$ cat src/rtl/mem_access.sv
// MEM stage: issues data-memory requests, waits for ack or timeout,
// and registers the MEM/WB bundle for writeback.
module mem_access #(
  parameter int TIMEOUT_CYCLES = 16
) (
  input  logic        clk,
  input  logic        rst,
  input  logic        ex_mem_enable,
  input  logic        ex_mem_memread,
  input  logic        ex_mem_memwrite,
  input  logic        ex_mem_regwrite,
  input  logic        ex_mem_memtoreg,
  input  logic [4:0]  ex_mem_register_rd,
  input  logic [31:0] result_ex_mem,
  input  logic [31:0] ex_mem_output_data_2,
  output logic        dmem_req,
  output logic        dmem_we,
  output logic [31:0] dmem_addr,
  output logic [31:0] dmem_wdata,
  input  logic        dmem_ack,
  input  logic [31:0] dmem_rdata,
  output logic        mem_stall,
  output logic        mem_fault,
  output logic        mem_wb_enable,
  output logic        mem_wb_regwrite,
  output logic        mem_wb_memtoreg,
  output logic [4:0]  mem_wb_register_rd,
  output logic [31:0] mem_wb_result,
  output logic [31:0] mem_wb_read_data
);

  localparam int CW =
    (TIMEOUT_CYCLES > 2) ? $clog2(TIMEOUT_CYCLES) : 1;
  localparam logic [CW-1:0] CNT_MAX = CW'(TIMEOUT_CYCLES - 1);

  typedef enum logic {
    S_IDLE = 1'b0,
    S_WAIT = 1'b1
  } state_t;

  state_t      state_q, state_d;
  logic [CW-1:0] cnt_q, cnt_d;
  logic        req_q, req_d;
  logic        we_q, we_d;
  logic [31:0] addr_q, addr_d;
  logic [31:0] wdata_q, wdata_d;
  logic        fault_q, fault_d;
  logic        wb_en_q, wb_en_d;
  logic        wb_rw_q, wb_rw_d;
  logic        wb_m2r_q, wb_m2r_d;
  logic [4:0]  wb_rd_q, wb_rd_d;
  logic [31:0] wb_res_q, wb_res_d;
  logic [31:0] wb_rdat_q, wb_rdat_d;

  logic is_mem;
  logic is_store;
  logic aligned;
  logic timeout;

  assign is_mem   = ex_mem_enable
                  & (ex_mem_memread | ex_mem_memwrite);
  assign is_store = ex_mem_memwrite;
  assign aligned  = (result_ex_mem[1:0] == 2'b00);
  assign timeout  = (cnt_q == CNT_MAX);

  always_comb begin
    state_d   = state_q;
    cnt_d     = cnt_q;
    req_d     = req_q;
    we_d      = we_q;
    addr_d    = addr_q;
    wdata_d   = wdata_q;
    fault_d   = 1'b0;
    wb_en_d   = 1'b0;
    wb_rw_d   = 1'b0;
    wb_m2r_d  = 1'b0;
    wb_rd_d   = 5'd0;
    wb_res_d  = 32'd0;
    wb_rdat_d = 32'd0;
    mem_stall = 1'b0;
    unique case (state_q)
      S_IDLE: begin
        unique case (1'b1)
          is_mem && aligned: begin
            mem_stall = 1'b1;
            req_d     = 1'b1;
            we_d      = is_store;
            addr_d    = result_ex_mem;
            wdata_d   = ex_mem_output_data_2;
            cnt_d     = '0;
            state_d   = S_WAIT;
          end
          is_mem && !aligned: fault_d = 1'b1;
          !is_mem && ex_mem_enable: begin
            wb_en_d  = 1'b1;
            wb_rw_d  = ex_mem_regwrite;
            wb_m2r_d = ex_mem_memtoreg;
            wb_rd_d  = ex_mem_register_rd;
            wb_res_d = result_ex_mem;
          end
          default: ;
        endcase
      end
      S_WAIT: begin
        // ack beats a same-cycle timeout
        if (dmem_ack) begin
          wb_en_d   = 1'b1;
          wb_rw_d   = ex_mem_regwrite & ~is_store;
          wb_m2r_d  = ex_mem_memtoreg;
          wb_rd_d   = ex_mem_register_rd;
          wb_res_d  = result_ex_mem;
          wb_rdat_d = is_store ? 32'd0 : dmem_rdata;
          req_d     = 1'b0;
          we_d      = 1'b0;
          addr_d    = 32'd0;
          wdata_d   = 32'd0;
          state_d   = S_IDLE;
        end else if (timeout) begin
          fault_d = 1'b1;
          req_d   = 1'b0;
          we_d    = 1'b0;
          addr_d  = 32'd0;
          wdata_d = 32'd0;
          state_d = S_IDLE;
        end else begin
          mem_stall = 1'b1;
          cnt_d     = cnt_q + CW'(1);
        end
      end
      default: state_d = S_IDLE;
    endcase
  end

  always_ff @(posedge clk) begin
    if (rst) begin
      state_q   <= S_IDLE;
      cnt_q     <= '0;
      req_q     <= 1'b0;
      we_q      <= 1'b0;
      addr_q    <= 32'd0;
      wdata_q   <= 32'd0;
      fault_q   <= 1'b0;
      wb_en_q   <= 1'b0;
      wb_rw_q   <= 1'b0;
      wb_m2r_q  <= 1'b0;
      wb_rd_q   <= 5'd0;
      wb_res_q  <= 32'd0;
      wb_rdat_q <= 32'd0;
    end else begin
      state_q   <= state_d;
      cnt_q     <= cnt_d;
      req_q     <= req_d;
      we_q      <= we_d;
      addr_q    <= addr_d;
      wdata_q   <= wdata_d;
      fault_q   <= fault_d;
      wb_en_q   <= wb_en_d;
      wb_rw_q   <= wb_rw_d;
      wb_m2r_q  <= wb_m2r_d;
      wb_rd_q   <= wb_rd_d;
      wb_res_q  <= wb_res_d;
      wb_rdat_q <= wb_rdat_d;
    end
  end

  assign dmem_req           = req_q;
  assign dmem_we            = we_q;
  assign dmem_addr          = addr_q;
  assign dmem_wdata         = wdata_q;
  assign mem_fault          = fault_q;
  assign mem_wb_enable      = wb_en_q;
  assign mem_wb_regwrite    = wb_rw_q;
  assign mem_wb_memtoreg    = wb_m2r_q;
  assign mem_wb_register_rd = wb_rd_q;
  assign mem_wb_result      = wb_res_q;
  assign mem_wb_read_data   = wb_rdat_q;

endmodule

$ cat config.mk
export PLATFORM = sky130hd
export DESIGN_NAME = mem_access
export DESIGN_NICKNAME = d
export VERILOG_FILES = /design/src/rtl/mem_access.sv
export SDC_FILE = /design/constraint.sdc
export NUM_CORES = 1
export LEC_CHECK = 0
export BUFFER_PORTS_ARGS = -buffer_cell sky130_fd_sc_hd__buf_2
export CAP_MARGIN = 0
export CELL_PAD_IN_SITES_DETAIL_PLACEMENT = 1
export CELL_PAD_IN_SITES_GLOBAL_PLACEMENT = 1
export CORE_MARGIN = 2
export CORE_UTILIZATION = 36
export CTS_CLUSTER_SIZE = 20
export DETAILED_ROUTE_END_ITERATION = 12
export PLACE_DENSITY_LB_ADDON = 0.3
export SLEW_MARGIN = 20
export SYNTH_ARGS = -nofsm -noshare
export SYNTH_HDL_FRONTEND = slang
export SYNTH_SLANG_ARGS = --single-unit
$ cat constraint.sdc
create_clock -name clk -period 5.4 [get_ports clk]
set_clock_uncertainty 0.2 [all_clocks]
set_input_delay 0.27 -clock clk [delete_from_list [all_inputs] [get_ports clk]]
set_output_delay 0.27 -clock clk [all_outputs]
set_load 0.005 [all_outputs]
# Word level (Yosys, flattened, before mapping)
# Index checks and enable logic that the tools add are counted.
[totals] register_bits=144 inputBits=109 wordCells=73
[op_classes] addsub=1 eq_ne=5 n_mux=39 n_bitwise=6 reduce_logical=9
[op_table] operator="$mux 32" n=6
[op_table] operator="$pmux 32 s2" n=3
[op_table] operator="$mux 1" n=16
[op_table] operator="$pmux 1 s2" n=7
[op_table] operator="$mux 4" n=3
[op_table] operator="$mux 5" n=2
[op_table] operator="$pmux 5 s2" n=1
[op_table] operator="$pmux 4 s2" n=1
[op_table] operator="$ne 2x2->1 const B" n=3
[op_table] operator="$add 4x1->4 const B" n=1
[op_table] operator="$eq 4x4->1 const B" n=1
[op_table] operator="$reduce_or 4->1" n=1
[op_table] operator="$logic_and 1x1->1" n=3
[op_table] operator="$ne 3x2->1 const B" n=1
[op_table] operator="$not 1->1" n=3
[op_table] operator="$reduce_and 3->1" n=1
[op_table] operator="$and 1x1->1" n=2
[op_table] operator="$logic_not 1->1" n=2
[op_table] operator="$logic_not 2->1" n=1
[op_table] operator="$reduce_and 2->1" n=1
[op_table] operator="$or 1x1->1" n=1

# Longest topological paths before layout
[logic_depth] word_depth=6 depth_mapped=7 depth_no_buf=5

# Least setup slack after synthesis
# No wires, ideal clock.
[synth_path] path_kind="register to register" from="reg cnt_q[0]" to="reg addr_q[14] (netlist: dmem_addr[14])" setup_ns=0.071 arrival_ns=1.485 slack_ns=3.644 path_stages_with_launch=8 n_path_buf=2 synth_period_minus_slack_ns=1.756 cell_sequence="dfxtp_1 > ha_1 > and3_1 > o21ai_1 > buf_2 > buf_4 > nand3_2 > a21oi_2"
[synth_via] elab_chain_cells=3
[synth_lines] item="start, declared" line="42" text="logic [CW-1:0] cnt_q, cnt_d;"
[synth_lines] item="start signal, assigned" line="151" text="cnt_q <= cnt_d;"
[synth_lines] item="$eq 4x4->1" line="64" text="assign timeout = (cnt_q == CNT_MAX);"
[synth_lines] item="$ne 3x2->1 (no source line)"
[synth_lines] item="$reduce_and 2->1 (no source line)"
[synth_lines] item="end signal, assigned" line="154" text="addr_q <= addr_d;"
[synth_lines] item="end, declared" line="45" text="logic [31:0] addr_q, addr_d;"
# No other way between the ends.
# A chain may end at the register's enable or synchronous reset.

# Worst setup path after layout
[layout_path] from="reg cnt_q[0]" to="reg wdata_q[2] (netlist: dmem_wdata[2])"
[layout_via] elab_chain_cells=3
[layout_lines] item="$eq 4x4->1" line="64"
[layout_lines] item="$ne 3x2->1 (no source line)"
[layout_lines] item="$reduce_and 2->1 (no source line)"
[layout_lines] item="end signal, assigned" line="155" text="wdata_q <= wdata_d;"
[layout_lines] item="end, declared" line="46" text="logic [31:0] wdata_q, wdata_d;"
# No other way between the ends.

==> results.toml <==
[routing]
dr_total_vias = 4826
remaining_antenna_violation_count_after_routing = 0
detail_route.drc_violations = 0
avgRoutedWirePerCell_um = 17.84
first_iter_violations = 287
vias_per_cell = 4.769
first_pass_iters = 4
drt_wl_total_mm = 18.06

[logic_synthesis]
syn-num-nets = 591
syn_area_sq_mm = 0.005061
postSynthRegisterBits = 144
seq_area_frac_synth = 0.5696
netlist_instances = 481
synth_cell_type_count = 32
synthesis.yosys.warnings = 0
syn-mean-instance-area_sq_um = 10.52

[worst_setup_path]
worst-path-max-fanout = 41
cp-end-kind = "flop"
crit_path_kind = "flop to flop"
timing.critical_path.arrival_ns = 2.96
required_ns = 5.53
critical_path.startpoint_type = "flop"

[flow_run]
drv.max_cap_violation_count = 0

[clock_tree]
tritoncts = "done"
root_buffer = "sky130_fd_sc_hd__clkbuf_16"
htree_levels = 4
cts.repair_timing.setup_buffer_count = 0
clkLatencyLatePin_ns = 0.41
tritoncts.num_buffers = 17
hold_buffers = 104
cts_num_sinks = 144
clockBufferDepth = 2
cts_resized = 0
cts.reportedPaths.clkPinSlew_ns = 0.06

[grt]
first_global_vias = 5114
grt-busiest-layer = "met2"
global_route.usage.met1 = 0.2456
gr_util_met3 = 0.07156
number_of_antenna_violations_at_the_first_check_in_global_routing = 0
gr-usage-met2 = 0.4406
largest_net_degree_at_the_start_of_global_routing = 76
grt_first_pass_wirelength_mm = 27.09
global_route.usage.total = 0.2379
grt_remaining_overflow = 0

[die]
num_io_pins = 249
placeableCoreArea_sq_mm = 0.01383
design.die.area_sq_mm = 0.01502
std_cell_rows = 43
die_w_um = 122.6
initial_utilization = 0.3660
die_height_um = 122.6

[outcome]
result_of_the_run = "completed"

[pwr]
power_density_mw_per_mm2 = 311.7
max-vdd-ir-drop_mv = 0.2284
power.leakage_uw = 0.003625
total_power_uw = 2482

[layout]
antenna_cells_inserted = 0
finish.instance_area_sq_mm = 0.007963
share_of_final_layout_standard_cells_stronger_than_drive_strength_1 = 0.4447
finalNonFillerCells = 1012
layout-area-overhead-vs-synth_pct = 57.33
seq_area_sq_mm = 0.002883
fillerInstances = 1566
finish.net_count = 929
multi_input_comb_area_sq_mm = 0.001959

[sta]
finalSetupTns_ns = 0
max_freq_mhz = 352.7
finalWorstPathRequiredPeriod_ns = 2.835
setup_viol = 0
timing.final.crit_share = 0.5251
timing_worst_slew_pin_value_ns = 1.086
slew_headroom = 0.2762
finalMaxSlewViolations = 0
rsz0062_at_grt = "no"
hold_violations = 0
whs_ns = 0.07498

[placed_design]
post-place-cells = 876
io_buffer_count = 248
hpwl_after_detailed_placement_mm = 10.03
post_dp_cell_area_sq_mm = 0.006332
place.gp.congestion = 0.7855

[hold_path]
hold_path.class = "primary input to flop"
-- state kept, by name, summed over array words and instances (netlist names), 4 cells and up --
signal,count
dmem_addr,32
dmem_wdata,32
mem_wb_read_data,32
mem_wb_result,32
mem_wb_register_rd,5
cnt_q,4
-- cell usage in the layout, fill, tap and decap left out, types with 2 or more instances in the layout --
cell,n
sky130_fd_sc_hd__buf_4,3
sky130_fd_sc_hd__dfxtp_1,144
sky130_fd_sc_hd__nor3_4,2
sky130_fd_sc_hd__nand3_1,24
sky130_fd_sc_hd__and4b_1,2
sky130_fd_sc_hd__nand2_1,65
sky130_fd_sc_hd__nand3_2,40
sky130_fd_sc_hd__clkbuf_1,3
sky130_fd_sc_hd__a21oi_1,24
sky130_fd_sc_hd__mux2_2,2
sky130_fd_sc_hd__clkinv_2,6
sky130_fd_sc_hd__a22oi_1,2
sky130_fd_sc_hd__and3_1,2
sky130_fd_sc_hd__buf_2,247
sky130_fd_sc_hd__clkbuf_16,17
sky130_fd_sc_hd__bufinv_16,3
sky130_fd_sc_hd__nor2_1,12
sky130_fd_sc_hd__and2_1,70
sky130_fd_sc_hd__dlygate4sd3_1,104
sky130_fd_sc_hd__inv_1,2
sky130_fd_sc_hd__a21oi_2,42
-- worst paths after layout --
| kind | startpoint | slack, ns | end | depth (start not counted) |
|---|---|---|---|---|
| setup / recovery | cnt_q[0]$_SDFFE_PP0P_ | 2.56 | dmem_wdata[2]$_SDFFE_PP0P_ | 6 |
| hold / removal | ex_mem_memread | 0.07 | mem_wb_regwrite$_SDFF_PP0_ | 3 |
| setup reg to reg | cnt_q[0]$_SDFFE_PP0P_ | 2.56 | dmem_wdata[2]$_SDFFE_PP0P_ | 6 |
| hold reg to reg | dmem_addr[20]$_SDFFE_PP0P_ | 0.26 | dmem_addr[20]$_SDFFE_PP0P_ | 2 |
-- Yosys cell counts, drive strengths merged --
cell / count / area (sq um)
nor3: 3 / 26.28
o31ai: 1 / 7.510
or3: 1 / 11.26
and2b: 1 / 7.510
mux2: 2 / 22.52
o32a: 1 / 10.01
buf: 21 / 182.7
nand3: 64 / 520.5
o21ai: 2 / 10.00
dfxtp: 144 / 2883
or2: 1 / 8.760
a32oi: 1 / 8.760
a21oi: 66 / 488.0
and3: 2 / 12.51
and4b: 2 / 20.02
inv: 2 / 7.510
nand2: 65 / 244.0
a22oi: 2 / 15.01
ha: 1 / 12.51
clkbuf: 14 / 52.55
nor2: 12 / 45.04
nand2b: 2 / 20.02
and2: 70 / 437.9
nand3b: 1 / 7.510
-- kinds of logic (layout without fill, tap and decap cells) --
logic type      count (synthesis)  count (layout)  synth area share
flops                         144             144            0.5696
mux                             2               2          0.004450
fa+ha+maj                       1               1          0.002472
compound gates                 73              73            0.1065
simple gates                  224             224            0.2690
buf+inv                        37             388           0.04796
-- stage by stage --
stage / utilization / worst slack, ns
2_1_floorplan: - / 3.644
4_1_cts: 0.5758 / 2.608
6_report: 0.5759 / 2.565
3_5_place_dp: 0.4580 / 2.649
5_1_grt: 0.5759 / 2.411
3_3_place_gp: 0.4575 / 2.757
-- critical path: stages, from the launching register on --
cell,delay [ns]
sky130_fd_sc_hd__dfxtp_1,0.36
sky130_fd_sc_hd__ha_1,0.24
sky130_fd_sc_hd__and3_1,0.26
sky130_fd_sc_hd__o21ai_4,0.65
sky130_fd_sc_hd__buf_4,0.65
sky130_fd_sc_hd__nand3_2,0.16
sky130_fd_sc_hd__a21oi_2,0.18
-- final cells by class --
class / instances / share of cell area
Multi-Input combinational cell: 300 / 0.2461
Tap cell: 180 / 0.02828
Sequential cell: 144 / 0.3620
Clock buffer: 21 / 0.05657
Inverter: 2 / 0.0009428
Timing Repair Buffer: 354 / 0.2888
Clock inverter: 11 / 0.01728
-- where the power goes --
group	leakage, uW	switching [uW]	total (uW)	internal (uW)
logic	0.00216	94.9	208	113
clock network	0.000295	441	1180	736
registers	0.00117	12.3	1100	1080
-- per-layer routing --
metal  vias to the layer above  part of all wire
met5                         -                 0
met4                         0             0.024
met3                        36             0.073
met2                       208              0.53
met1                      2315              0.38
li1                       2267                 -
(Power assumes the default switching activity.)
